`src/rtl/axis_arbiter_if.sv`:
```
// axis_arbiter_if: AXI4-Stream beat channel (tvalid/tlast/tdata/tready).
//   master modport drives tvalid/tlast/tdata and receives tready;
//   slave modport receives tvalid/tlast/tdata and drives tready.
interface axis_arbiter_if #(
  parameter int DATA_WIDTH = 8
);
  logic                  tvalid;
  logic                  tlast;
  logic [DATA_WIDTH-1:0] tdata;
  logic                  tready;
  modport master (output tvalid, tlast, tdata, input tready);
  modport slave  (input tvalid, tlast, tdata, output tready);
endinterface

```
`src/rtl/axis_arbiter.sv`:
```
// axis_arbiter: two-input round-robin per-packet AXI4-Stream arbiter merging a and b onto k.
//   clk   : rising-edge clock
//   reset : asynchronous active-low reset
//   a, b  : slave streams competing for the output
//   k     : master stream, combinationally steered from the granted source
module axis_arbiter #(
  parameter int DATA_WIDTH = 8
) (
  input  logic           clk,
  input  logic           reset,
  axis_arbiter_if.slave  a,
  axis_arbiter_if.slave  b,
  axis_arbiter_if.master k
);
  localparam logic [1:0] IDLE  = 2'd0;
  localparam logic [1:0] GNT_A = 2'd1;
  localparam logic [1:0] GNT_B = 2'd2;
  logic [1:0] state, state_nxt;
  logic       last_grant, last_nxt;
  logic       gnt_a, gnt_b, a_end, b_end;
  assign gnt_a = state == GNT_A;
  assign gnt_b = state == GNT_B;
  // a packet only ends when its tlast beat actually transfers
  assign a_end = gnt_a & a.tvalid & k.tready & a.tlast;
  assign b_end = gnt_b & b.tvalid & k.tready & b.tlast;
  always_comb begin
    state_nxt = state;
    last_nxt  = last_grant;
    if (state == IDLE)
      // on a tie the source that did not win last time is granted
      state_nxt = a.tvalid & (~b.tvalid | last_grant) ? GNT_A : b.tvalid ? GNT_B : IDLE;
    else if (a_end) begin
      last_nxt  = 1'b0;
      state_nxt = b.tvalid ? GNT_B : IDLE;
    end else if (b_end) begin
      last_nxt  = 1'b1;
      state_nxt = a.tvalid ? GNT_A : IDLE;
    end
  end
  always_ff @(posedge clk or negedge reset)
    if (!reset) begin
      state      <= IDLE;
      last_grant <= 1'b1;
    end else begin
      state      <= state_nxt;
      last_grant <= last_nxt;
    end
  assign k.tvalid = gnt_a ? a.tvalid : gnt_b & b.tvalid;
  assign k.tlast  = gnt_a ? a.tlast  : gnt_b & b.tlast;
  assign k.tdata  = gnt_a ? a.tdata  : gnt_b ? b.tdata : {DATA_WIDTH{1'b0}};
  assign a.tready = gnt_a & k.tready;
  assign b.tready = gnt_b & k.tready;
endmodule

```
`src/flat_wrapper.sv`:
```
// flat-port wrapper written by rule: the top's interface ports become plain ports
module axis_arbiter_flat 
#(
  parameter int DATA_WIDTH = 8
)
  (clk, reset, a_tvalid, a_tlast, a_tdata, a_tready, b_tvalid, b_tlast, b_tdata, b_tready, k_tvalid, k_tlast, k_tdata, k_tready);
  axis_arbiter_if #(.DATA_WIDTH(DATA_WIDTH)) a_i ();
  axis_arbiter_if #(.DATA_WIDTH(DATA_WIDTH)) b_i ();
  axis_arbiter_if #(.DATA_WIDTH(DATA_WIDTH)) k_i ();
  input  logic clk;
  input  logic reset;
  input wire logic [$bits(a_i.tvalid)-1:0] a_tvalid;
  input wire logic [$bits(a_i.tlast)-1:0] a_tlast;
  input wire logic [$bits(a_i.tdata)-1:0] a_tdata;
  output wire logic [$bits(a_i.tready)-1:0] a_tready;
  input wire logic [$bits(b_i.tvalid)-1:0] b_tvalid;
  input wire logic [$bits(b_i.tlast)-1:0] b_tlast;
  input wire logic [$bits(b_i.tdata)-1:0] b_tdata;
  output wire logic [$bits(b_i.tready)-1:0] b_tready;
  output wire logic [$bits(k_i.tvalid)-1:0] k_tvalid;
  output wire logic [$bits(k_i.tlast)-1:0] k_tlast;
  output wire logic [$bits(k_i.tdata)-1:0] k_tdata;
  input wire logic [$bits(k_i.tready)-1:0] k_tready;
  assign a_i.tvalid = a_tvalid;
  assign a_i.tlast = a_tlast;
  assign a_i.tdata = a_tdata;
  assign a_tready = a_i.tready;
  assign b_i.tvalid = b_tvalid;
  assign b_i.tlast = b_tlast;
  assign b_i.tdata = b_tdata;
  assign b_tready = b_i.tready;
  assign k_tvalid = k_i.tvalid;
  assign k_tlast = k_i.tlast;
  assign k_tdata = k_i.tdata;
  assign k_i.tready = k_tready;
  axis_arbiter #(.DATA_WIDTH(DATA_WIDTH)) u_core (.clk(clk), .reset(reset), .a(a_i), .b(b_i), .k(k_i));
endmodule
```
`config.mk`:
```
export PLATFORM = sky130hd
export DESIGN_NAME = axis_arbiter_flat
export DESIGN_NICKNAME = d
export VERILOG_FILES = /design/src/rtl/axis_arbiter_if.sv /design/src/rtl/axis_arbiter.sv /design/src/flat_wrapper.sv
export SDC_FILE = /design/constraint.sdc
export NUM_CORES = 1
export LEC_CHECK = 0
export ABC_AREA = 1
export ABC_CLOCK_PERIOD_IN_PS = 1100
export BUFFER_PORTS_ARGS = -buffer_cell sky130_fd_sc_hd__clkbuf_2
export CAP_MARGIN = 40
export CORE_AREA = 2 2 39 41
export CTS_CLUSTER_DIAMETER = 100
export DETAILED_ROUTE_END_ITERATION = 7
export DIE_AREA = 0 0 41 43
export PLACE_DENSITY_LB_ADDON = 0.15
export SYNTH_ARGS = -nofsm -noshare
export SYNTH_HDL_FRONTEND = slang
export SYNTH_SLANG_ARGS = --single-unit
```
`constraint.sdc`:
```
create_clock -name clk -period 1.1 [get_ports clk]
set_input_delay 0.165 -clock clk [delete_from_list [all_inputs] [get_ports clk]]
set_output_delay 0.165 -clock clk [all_outputs]
set_load 0.05 [all_outputs]
```
# Word-level counts from Yosys, hierarchy flattened
# Index checks and enable logic that the tools add are counted.
# totals
ff_bits,3
in_bits,23
wordCells,33
# op_classes
n_eq_ne,2
mux,12
n_bitwise,13
n_reduce_logical,4
# op_table
op,count
$mux W8,2
$and A1 B1 Y1,10
$mux W2,5
$mux W1,5
$reduce_bool A3 Y1,1
$eq A2 B1 Y1 const B,1
$eq A2 B2 Y1 const B,1
$logic_not A2 Y1,1
$not A1 Y1,2
$reduce_and A2 Y1,1
$reduce_bool A2 Y1,1
$or A1 B1 Y1,1

# Logic depth before layout (Yosys ltp)
# logic_depth
ltp_word,7
depth_mapped,6
mapped_depth_nobuf,6

# Worst setup path before layout
# Ideal clock, no wire load.
# synth_path
path_kind,register to output
startpoint,reg u_core.state[1]
endpoint,out b_tready
t_arrival_ps,1416
required_time_ps,935
setup_slack_ps,-481
stages_incl_launch_ff,6
n_path_buf,1
cell_sequence,dfrtp_1 inv_2 nor2_2 buf_4 inv_2 nor2_1
# synth_via
elab_chain_len,2
# synth_rtl
item,line_no,source
from (decl),axis_arbiter.sv:18,"logic [1:0] state, state_nxt;"
from (signal assigned),axis_arbiter.sv:45,state <= state_nxt;
$eq A2 B2 Y1,axis_arbiter.sv:22,assign gnt_b = state == GNT_B;
$and A1 B1 Y1,axis_arbiter.sv:52,assign b.tready = gnt_b & k.tready;
to (decl),flat_wrapper.sv:19,output wire logic [$bits(b_i.tready)-1:0] b_tready;
# No other way between the ends.

# Worst setup path after layout
# layout_path
startpoint,reg u_core.state[1]
endpoint,out k_tdata[4]
# layout_via
elab_chain_len,3
elab_cells_between_ends,4
classes_between,2 x eq/ne; 2 x mux
# layout_rtl
item,line_no,source
$eq A2 B2 Y1,axis_arbiter.sv:22,
$mux W8,axis_arbiter.sv:50,assign k.tdata = gnt_a ? a.tdata : gnt_b ? b.tdata : {DATA_WIDTH{1'b0}};
$mux W8 (*),axis_arbiter.sv:50,
to (decl),flat_wrapper.sv:22,output wire logic [$bits(k_i.tdata)-1:0] k_tdata;
# Every way passes the cells marked *; elsewhere a longest branch is shown, timed or not.

==> out/qor.yml <==
global_route:
  first_global_vias: 463
  antenna_found_initial: 0
  grt_pass1_wl_um: 1750
  grt.overflow.total: 0
  grt_usage_pct: 13.6
  grt_max_degree: 12
setup_path:
  crit_chain: "inv_2, nor2_4, buf_4, a22o_4, buf_8"
  r2r-end: "u_core.state[0]"
  worst_ep_arrival_time_ns: 1.32
  endpoint_kind: "output pin"
  path_max_fanout: 3
  critical_path_required_ns: 0.94
  worst_path_largest_cell_delay_ns: 0.42
  rr_startpoint: "u_core.state[1]"
  critPathKind: "reg -> out"
  r2r_cells: 8
  crit_path_start_kind: "flip-flop"
  r2r_slack_ns: -0.14
  cpMaxStageDelayCell: "dfrtp_1"
sta:
  hold_viol_final: 0
  tightestPinTransition_ns: 0.176
  slew_violations: 0
  finalSetupViolCount: 15
  max_freq_mhz: 673
  max_slew_margin_pct: 88.3
  period_share_pct: 135
  layout_min_cycle_time_ns: 1.49
  finalClockSkew_ns: 0.00514
  rsz0062_at_grt: "yes"
  layout_setup_ws_ns: -0.387
cts:
  insertion_delay_ns: 0.23
  cts_made_buffers: 3
  cts_buffer_depth: 2
  clkTransAtPathRegs_ns: 0.04
  ctsRootBufferMaster: "clkbuf_4"
  clock_sinks: 3
  h-tree-depth: 1
  tritoncts: "built"
hold_path:
  hp-class: "in -> reg"
  holdPathEnd: "u_core.last_grant"
  hold_path.startpoint: "b_tlast"
  hold_depth: 3
floorplanning:
  die-height_um: 43
  die_area_sq_mm: 0.00176
  core_area_sq_mm: 0.00138
  ioPinCount: 35
  die_x_um: 41
  start_util_pct: 25.0
  row_count: 14
synthesis:
  synthAdderAreaFrac_pct: 0
  syn_inst: 49
  synth_top_area_share_pct: 20.3
  yosys_warnings: 0
  avgSynthCellArea_sq_um: 7.05
  synth-compound-area-share_pct: 26.8
  synth-seq-cells: 3
  synth_top_cell_by_area: "a22o_1"
  synth-simple-area-share_pct: 38.0
  synth_nets: 72
  synth.distinct_cells: 16
  synthMuxAreaShare_pct: 0
  synth_area_leaders: "a22o_1, dfrtp_1, nand2_1"
  ys_seq_area_share_pct: 22.1
  netlist_area_sq_um: 345
  synth_top_family_by_area: "simple AND/OR/NAND/NOR gates"
  synthXorXnorAreaFrac_pct: 0
run_status:
  violations: "setup timing"
  status: "complete, but fails checks"
placed_design:
  dpl_cell_area_sq_um: 653
  gp_congestion: 0.708
  dp.cells: 106
  dp_hpwl_um: 858
  io_buffer_count: 34
  place_ws_ns: -0.225
power_and_ir_drop:
  power.share.sequential_pct: 7.8
  p_clk_share_pct: 5.9
  p_leak_nw: 0.504
  max-vdd-ir-drop_v: 0.00144
  totalPowerFinal_mw: 3.15
  p_sw_share_pct: 48.6
  internal_power_mw: 1.62
  power_frac_comb_pct: 86.3
  switching_power_mw: 1.53
  p_per_area_mw_per_mm2: 3290
cells_and_area:
  nNetsFinal: 126
  syn_to_final_growth_pct: 177
  fin_cells: 118
  design_area_sq_um: 957
  fin_util_pct: 69.2
  drive_gt1_share_pct: 74.5
  antennaDiodeCount: 0
detailed_routing:
  vias_per_cell: 4.68
  vias: 552
  drt_iter0_markers: 2
  ant_nets: 0
  post_drt_wl_per_cell_um: 11.5
  dr.pass1.iters: 4
  drc: 0
  routed_wl_um: 1360
job:
  cap_violations: 0
## worst max-delay path by stage
stage	start	endpoint	slack, ns	depth (start not counted)
2_1_floorplan	u_core.state[1]	k_tvalid	-0.15	3
6_report	u_core.state[1]	k_tdata[4]	-0.39	5
3_3_place_gp	u_core.state[1]	k_tvalid	-0.20	6
4_1_cts	u_core.state[1]	k_tvalid	-0.38	6
3_5_place_dp	u_core.state[1]	k_tvalid	-0.22	6
5_1_grt	u_core.state[1]	k_tlast	-0.44	6
## power groups by stage
stage	sequential [mW]	clock, mW	combinational (mW)
3_3_place_gp	0.236	0	1.81
6_report	0.245	0.187	2.72
5_1_grt	0.250	0.210	2.86
4_1_cts	0.237	0.195	2.25
2_1_floorplan	0.238	0	1.29
3_5_place_dp	0.239	0	1.82
## layer usage
layer,routed length (um),share of wire [%],GRT usage (%),vias to the layer above
li1,-,-,-,273
met1,384,28,14.3,251
met4,0,0,0,0
met3,163,12,2.09,0
met5,0,0,0,-
met2,812,60,27.2,28
## cells by family after synthesis
logic type / after synthesis
and+or+nand+nor: 24
AOI/OAI and AO/OA: 11
buffers and inverters: 11
DFF: 3
## per-stage QoR
| stage | hold WS, ns | setup TNS, ns |
|---|---|---|
| 3_5_place_dp | -0.0359 | -2.26 |
| 4_1_cts | 0.211 | -4.29 |
| 3_3_place_gp | -0.0357 | -2.08 |
| 2_1_floorplan | -0.131 | -0.978 |
| 6_report | 0.219 | -4.59 |
| 5_1_grt | 0.229 | -5.50 |
## critical path, delay by kind of cell (launching register included)
kind	cells	cell delay, ns
flip-flops	1	0.42
buffers and inverters	3	0.40
AO/OA/AOI/OAI	1	0.22
AND/OR/NAND/NOR	1	0.05
## synthesized netlist by cell type
| master | n |
|---|---|
| nand2_1 | 9 |
| dfstp_2 | 1 |
| nand4_4 | 1 |
| nor2_2 | 1 |
| dfrtp_1 | 2 |
| nand3_1 | 5 |
| buf_4 | 1 |
| inv_1 | 6 |
| inv_2 | 4 |
| a22o_1 | 8 |
| o22ai_2 | 1 |
| nor3_1 | 1 |
| nor2_4 | 1 |
| nor2_1 | 5 |
| a21oi_1 | 2 |
| nand3_2 | 1 |
## layout make-up
cell class,instances,area [sq um]
inverter,10,37.5
tap,16,20.0
timing repair buffer,50,437
fill,116,427
sequential,3,76.3
clock buffer,4,26.3
multi-input combinational,35,360
## what timing repair did
action | 4_1_cts | 5_1_grt
hold endpoints to repair | 3 | 0
setup endpoints to repair | 14 | 15
resized for setup | 28 | 26
pin swaps | 1 | 7
hold buffers | 1 | 0
setup buffers | 2 | 6
## layout by cell type (no fill, tap or decap), types with 2 or more instances in the layout
cell and n:
nor2_4 5, nor2_1 2, inv_1 6, clkbuf_4 3
buf_4 11, dfrtp_1 2, nand2_1 8, clkbuf_2 22
buf_6 3, nand3_1 4, a22o_4 8, buf_8 12
inv_2 4, nand3_4 2
## sequential cells by signal (all words and copies together), names as in the netlist
signal and count:
u_core.state 2, u_core.last_grant 1
No activity file was read; power rests on OpenSTA's default activity.
